===== src/rtl/score_pkg.sv =====
// Shared types and constants for the BCD score counter.
package score_pkg;

  // Digit-serial adder control: IDLE waits for work, ADD ripples one digit per cycle.
  typedef enum logic {
    IDLE = 1'b0,
    ADD  = 1'b1
  } state_e;

  // Display code that the seven-segment decoders render as an unlit digit.
  localparam logic [3:0] BCD_BLANK  = 4'hF;
  localparam int         MAX_DIGITS = 6;
  localparam int         IDX_W      = $clog2(MAX_DIGITS);

  // Out-of-range BCD input is treated as the largest legal digit.
  function automatic logic [3:0] clamp_bcd(input logic [3:0] v);
    return (v > 4'd9) ? 4'd9 : v;
  endfunction

endpackage


===== src/rtl/bcd_digit_add.sv =====
// Single-digit BCD adder: digit + addend + carry_in, decimal-corrected.
module bcd_digit_add (
  input  logic [3:0] digit,
  input  logic [3:0] addend,
  input  logic       carry_in,
  output logic [3:0] digit_out,
  output logic       carry_out
);

  logic [4:0] sum;

  // Binary sum of the operands, then subtract ten when it leaves the decimal range.
  always_comb begin
    sum       = {1'b0, digit} + {1'b0, addend} + {4'b0000, carry_in};
    carry_out = (sum >= 5'd10);
    digit_out = carry_out ? 4'(sum - 5'd10) : sum[3:0];
  end

endmodule


===== src/rtl/score_bcd_counter.sv =====
// Game score counter: digit-serial BCD accumulate, saturation, high-score
// tracking and leading-zero-blanked display codes.
module score_bcd_counter
  import score_pkg::*;
#(
  parameter int DIGITS        = 4,
  parameter int BLANK_LEADING = 1
) (
  input  logic                clk,
  input  logic                rst_n,
  input  logic                add_valid,
  input  logic [3:0]          add_value,
  output logic                add_ready,
  input  logic                clear,
  input  logic                game_over,
  input  logic                show_high,
  output logic [4*DIGITS-1:0] disp_digits,
  output logic                new_high,
  output logic                saturated
);

  localparam logic [IDX_W-1:0]    LAST_IDX  = IDX_W'(DIGITS - 1);
  localparam logic [4*DIGITS-1:0] ALL_NINES = {DIGITS{4'h9}};

  state_e              state_q,     state_d;
  logic [IDX_W-1:0]    idx_q,       idx_d;
  logic                carry_q,     carry_d;
  logic [3:0]          addend_q,    addend_d;
  logic [4*DIGITS-1:0] score_q,     score_d;
  logic [4*DIGITS-1:0] high_q,      high_d;
  logic                pending_q,   pending_d;
  logic                new_high_q,  new_high_d;
  logic                saturated_q, saturated_d;

  logic [3:0]          cur_digit;
  logic [3:0]          cur_addend;
  logic [3:0]          sum_digit;
  logic                sum_carry;
  logic                add_accept;

  logic [4*DIGITS-1:0] disp_src;
  logic                leading;

  assign add_ready  = (state_q == IDLE) && !clear;
  assign add_accept = add_valid && add_ready;
  assign new_high   = new_high_q;
  assign saturated  = saturated_q;

  // Select the score digit addressed by the ripple index; the addend only enters at digit 0.
  always_comb begin
    cur_digit = 4'd0;
    for (int i = 0; i < DIGITS; i++) begin
      if (idx_q == IDX_W'(i)) cur_digit = score_q[4*i +: 4];
    end
    cur_addend = (idx_q == '0) ? addend_q : 4'd0;
  end

  // One adder shared by every digit position.
  bcd_digit_add u_digit_add (
    .digit     (cur_digit),
    .addend    (cur_addend),
    .carry_in  (carry_q),
    .digit_out (sum_digit),
    .carry_out (sum_carry)
  );

  // Next-state logic: clear wins, then high-score commit and add acceptance in IDLE, ripple in ADD.
  always_comb begin
    // NOTE: every variable gets a default first so no path leaves it unassigned (no latch).
    state_d     = state_q;
    idx_d       = idx_q;
    carry_d     = carry_q;
    addend_d    = addend_q;
    score_d     = score_q;
    high_d      = high_q;
    pending_d   = pending_q;
    new_high_d  = 1'b0;
    saturated_d = saturated_q;

    if (clear) begin
      state_d     = IDLE;
      idx_d       = '0;
      carry_d     = 1'b0;
      score_d     = '0;
      pending_d   = 1'b0;
      saturated_d = 1'b0;
    end else begin
      case (state_q)
        IDLE: begin
          // Valid BCD nibbles order like plain binary, so a vector compare is a decimal compare.
          if (game_over || pending_q) begin
            pending_d = 1'b0;
            if (score_q > high_q) begin
              high_d     = score_q;
              new_high_d = 1'b1;
            end
          end
          // A saturated score absorbs further points without starting a ripple.
          if (add_accept && !saturated_q) begin
            state_d  = ADD;
            idx_d    = '0;
            carry_d  = 1'b0;
            addend_d = clamp_bcd(add_value);
          end
        end
        ADD: begin
          if (game_over) pending_d = 1'b1;
          if (sum_carry && (idx_q == LAST_IDX)) begin
            score_d     = ALL_NINES;
            saturated_d = 1'b1;
            state_d     = IDLE;
          end else begin
            for (int i = 0; i < DIGITS; i++) begin
              if (idx_q == IDX_W'(i)) score_d[4*i +: 4] = sum_digit;
            end
            if (sum_carry) begin
              idx_d   = idx_q + IDX_W'(1);
              carry_d = 1'b1;
            end else begin
              state_d = IDLE;
            end
          end
        end
        default: state_d = IDLE;
      endcase
    end
  end

  // State registers; reset abandons any ripple in flight.
  always_ff @(posedge clk or negedge rst_n) begin
    if (!rst_n) begin
      state_q     <= IDLE;
      idx_q       <= '0;
      carry_q     <= 1'b0;
      addend_q    <= 4'd0;
      score_q     <= '0;
      high_q      <= '0;
      pending_q   <= 1'b0;
      new_high_q  <= 1'b0;
      saturated_q <= 1'b0;
    end else begin
      // NOTE: non-blocking assignments so every flop samples the pre-edge values.
      state_q     <= state_d;
      idx_q       <= idx_d;
      carry_q     <= carry_d;
      addend_q    <= addend_d;
      score_q     <= score_d;
      high_q      <= high_d;
      pending_q   <= pending_d;
      new_high_q  <= new_high_d;
      saturated_q <= saturated_d;
    end
  end

  // Display path: pick score or high score, blank zeros above the top non-zero digit.
  always_comb begin
    disp_src    = show_high ? high_q : score_q;
    disp_digits = disp_src;
    leading     = 1'b1;
    for (int i = DIGITS - 1; i >= 1; i--) begin
      if ((BLANK_LEADING != 0) && leading && (disp_src[4*i +: 4] == 4'd0)) begin
        disp_digits[4*i +: 4] = BCD_BLANK;
      end else begin
        leading = 1'b0;
      end
    end
  end

endmodule


===== config.mk =====
export PLATFORM = sky130hd
export DESIGN_NAME = score_bcd_counter
export DESIGN_NICKNAME = d
export VERILOG_FILES = /design/src/rtl/score_pkg.sv /design/src/rtl/bcd_digit_add.sv /design/src/rtl/score_bcd_counter.sv
export SDC_FILE = /design/constraint.sdc
export NUM_CORES = 1
export LEC_CHECK = 0
export CAP_MARGIN = 20
export CELL_PAD_IN_SITES_DETAIL_PLACEMENT = 1
export CELL_PAD_IN_SITES_GLOBAL_PLACEMENT = 2
export CORE_MARGIN = 5
export CORE_UTILIZATION = 30
export CTS_CLUSTER_SIZE = 16
export DETAILED_ROUTE_END_ITERATION = 7
export HOLD_SLACK_MARGIN = 0.03
export PLACE_DENSITY = 0.64
export RECOVER_POWER = 100
export SYNTH_ARGS = -nofsm -noshare
export SYNTH_HDL_FRONTEND = slang
export SYNTH_HIERARCHICAL = 1
export SYNTH_SLANG_ARGS = --single-unit

===== constraint.sdc =====
create_clock -name clk -period 11.56 [get_ports clk]
set_clock_uncertainty 0.1 [all_clocks]
set_input_delay 2.89 -clock clk [delete_from_list [all_inputs] [get_ports clk]]
set_output_delay 2.89 -clock clk [all_outputs]
set_load 0.02 [all_outputs]

==> impl_metrics.py <==
metrics = {
    "floorplan": {
        "initial_core_util_pct": 30.9,
        "rows": 36,
        "num_io_pins": 29,
        "die_area_sq_mm": 0.0123,
        "coreArea_sq_mm": 0.00986,
        "die_x_um": 111,
        "die_y_um": 111,
    },
    "yosys": {
        "synth_xor_area_share_pct": 0.574,
        "yosysWarnings": 6,
        "ys_async_sr_fraction_pct": 100,
        "synthSimpleGateAreaFrac_pct": 14.5,
        "muxShareOfSynthArea_pct": 17.6,
        "synth_sequential_area_ratio_pct": 36.1,
        "synth_edf_count": 0,
        "ys_types": 46,
        "synth_fa_ha_area_share_pct": 11.6,
        "syn_area_per_cell_sq_um": 10.0,
        "syn-num-nets": 342,
        "ys_seq_elements": 44,
        "synthesis.area_sq_mm": 0.00305,
        "postSynthCellCount": 305,
        "synth_compound_area_share_pct": 14.4,
        "synth_top_family_by_area": "multiplexers",
        "ys.flop_type": "dfrtp_1",
    },
    "power": {
        "power_density_mw_per_mm2": 293,
        "sw_frac_of_total_pct": 45.0,
        "power_switching_w": 0.000467,
        "clkPwrFrac_pct": 11.3,
        "intPower_w": 0.000570,
        "pwr-share-seq_pct": 26.1,
        "p_comb_share_pct": 62.6,
        "irDropWorstVdd_v": 0.0000851,
        "p_leak_nw": 1.62,
        "power_w": 0.00104,
    },
    "clock_tree": {
        "cts_repair_resize_count": 0,
        "cts_buffer_depth": 2,
        "clock-root-buffer": "clkbuf_8",
        "cts_tree": "done",
        "cts_hold_buf": 0,
        "path_clk_slew_ns": 0.08,
        "h-tree-depth": 2,
        "cts.sinks": 44,
        "cts_setup_buffers": 0,
        "cts_buffers": 5,
        "clk_latency_ns": 0.30,
    },
    "cells_and_area": {
        "final_common_cell": "dfrtp_1",
        "final_cell_mix": "dfrtp_1, nand2_1, inv_1",
        "layout-drive-gt1-share_pct": 13.5,
        "nNetsFinal": 371,
        "area_delta_synth_final_pct": 15.9,
        "antenna_cells": 0,
    },
    "worst_setup_path": {
        "max_stage_delay_ns": 0.97,
        "path_class": "in2out",
        "arrival_ns": 5.85,
        "path_buf_inv": 3,
        "end_kind": "output pin",
        "rr_worst_depth": 18,
        "start_kind": "primary input",
        "cp.required_ns": 8.57,
        "path_max_fanout": 23,
        "critPathLaunch": "show_high",
        "crit_chain": "clkdlybuf4s50_1, clkbuf_1, nor3_1, a31oi_1, o21ai_0, dlygate4sd3_1",
        "cp.depth": 6,
        "cp_slowest_cell": "clkbuf_1",
        "path_delay_family": "buffers and inverters",
        "rr_startpoint": "idx_q[1]",
    },
    "timing": {
        "setup_viol": 0,
        "tightest_slew_ns": 2.34,
        "maxSlewViolCount": 52,
        "rsz0062_at_grt": "no",
        "clock.fmax_ghz": 0.113,
        "tns_ns": 0,
        "hold_viol_final": 0,
        "layout_min_cycle_time_ns": 8.84,
        "max-slew-margin-rel_pct": -56.5,
        "final.period_utilization_pct": 76.5,
    },
    "global_route": {
        "antenna_found_initial": 0,
        "grt_max_degree": 45,
        "track_usage_pct": 12.6,
        "grt_pass1_vias": 2470,
        "grt_pass1_wl_um": 12900,
        "globalRoute.totalOverflow": 0,
    },
    "detailed_routing": {
        "firstDrtPassIters": 4,
        "first_iter_violations": 46,
        "drc": 0,
        "totalWireLength_um": 7430,
        "vias_per_cell": 4.95,
        "dr_total_vias": 2305,
        "wl_per_cell_um": 15.9,
        "ant_nets": 0,
    },
    "worst_hold_path": {
        "min_path_type": "reg2reg",
        "hold_depth": 2,
        "min-delay-start": "addend_q[2]",
    },
    "placed_design": {
        "numPortBuffers": 28,
        "gp_congestion": 0.732,
        "place_hpwl_um": 5720,
    },
    "run_status": {
        "violations": "capacitance limit, slew limit",
        "status": "complete, but fails checks",
    },
    "job": {
        "max-cap-violations": 2,
    },
}
## final cells by class
type                    count  area, sq um
flip-flops and latches     44         1100
multi-input cells         223         1780
well taps                 133          166
repair buffers             30          282
fillers                  1113         6330
clock inverters             1         30.0
clock buffers               5         68.8
inverters                  30          113
## sequential cells by signal (all words and copies together) (netlist names), 3 cells and up
name	cells
high_q	16
idx_q	3
score_q	16
addend_q	4
## metrics by stage
step / instances / setup WS [ns] / utilization [%] / area [sq um] / hold slack [ns]
5_1_grt: 466 / 2.31 / 35.8 / 3540 / 0.418
3_5_place_dp: 459 / 3.51 / 35.0 / 3450 / 0.369
6_report: 466 / 2.72 / 35.8 / 3540 / 0.378
3_3_place_gp: 459 / 3.54 / 35.0 / 3450 / 0.360
4_1_cts: 465 / 3.50 / 36.0 / 3550 / 0.389
2_1_floorplan: 305 / 4.44 / - / 3050 / 0.342
## synth_stat cells, types with 4 or more instances
cell type / instances / share of area [%]
a21oi_1: 13 / 2.1
a22oi_1: 5 / 1.2
mux2_4: 9 / 4.4
nor4_1: 5 / 1.0
a22o_1: 4 / 1.1
clkbuf_1: 5 / 0.62
dfrtp_1: 44 / 36
nor3b_1: 4 / 0.98
mux2_2: 25 / 9.2
mux2i_1: 12 / 3.9
nor3_1: 4 / 0.66
inv_1: 30 / 3.7
o21ai_0: 21 / 3.4
ha_1: 25 / 10
and2_1: 5 / 1.0
nor2b_1: 7 / 1.4
nor2_1: 14 / 1.7
nand2_1: 31 / 3.8
## worst register-to-register path, cell delays in order (launching register included)
cell	delay [ns]
dfrtp_1	0.40
inv_1	0.08
ha_1	0.26
nor2b_1	0.26
a22oi_1	0.12
o21ai_0	0.22
a22o_1	0.16
inv_1	0.05
fa_1	0.49
fa_1	0.43
xor2_1	0.35
ha_1	0.35
inv_1	0.09
a31oi_1	0.14
o311ai_0	0.20
and2_0	0.35
a21o_1	0.22
a21oi_1	0.38
mux2_2	0.39
## logic make-up (layout without fill, tap and decap cells)
kind of cell    Yosys count  after routing
simple gates             85             85
compound gates           63             63
mux                      46             46
flops                    44             44
buf+inv                  38             66
fa+ha+maj                27             27
xor+xnor                  2              2
## path summary, 6_finish.rpt
check / endpoint / slack [ns]
worst max-delay path: disp_digits[7] / 2.72
worst min-delay path: addend_q[2] / 0.38
worst max register to register: score_q[8] / 6.42
worst min register to register: addend_q[2] / 0.38
max in group asynchronous: score_q[1] / 6.69
min in group asynchronous: high_q[8] / 2.51
## power by group through the flow
stage / Clock, W / Sequential, W / Combinational (W)
2_1_floorplan: 0 / 0.000250 / 0.000486
4_1_cts: 0.000122 / 0.000273 / 0.000682
6_report: 0.000117 / 0.000271 / 0.000649
5_1_grt: 0.000127 / 0.000281 / 0.000734
3_5_place_dp: 0 / 0.000275 / 0.000678
3_3_place_gp: 0 / 0.000274 / 0.000667
## per-layer routing
layer | vias to the layer above | GRT usage (%) | part of all wire (%)
li1 | 1148 | - | -
met1 | 1124 | 17.6 | 50
met2 | 27 | 20.2 | 46
met3 | 6 | 2.29 | 2.8
met4 | 0 | 3.28 | 1.1
met5 | - | 0 | 0
No activity file was read; power rests on OpenSTA's default activity.
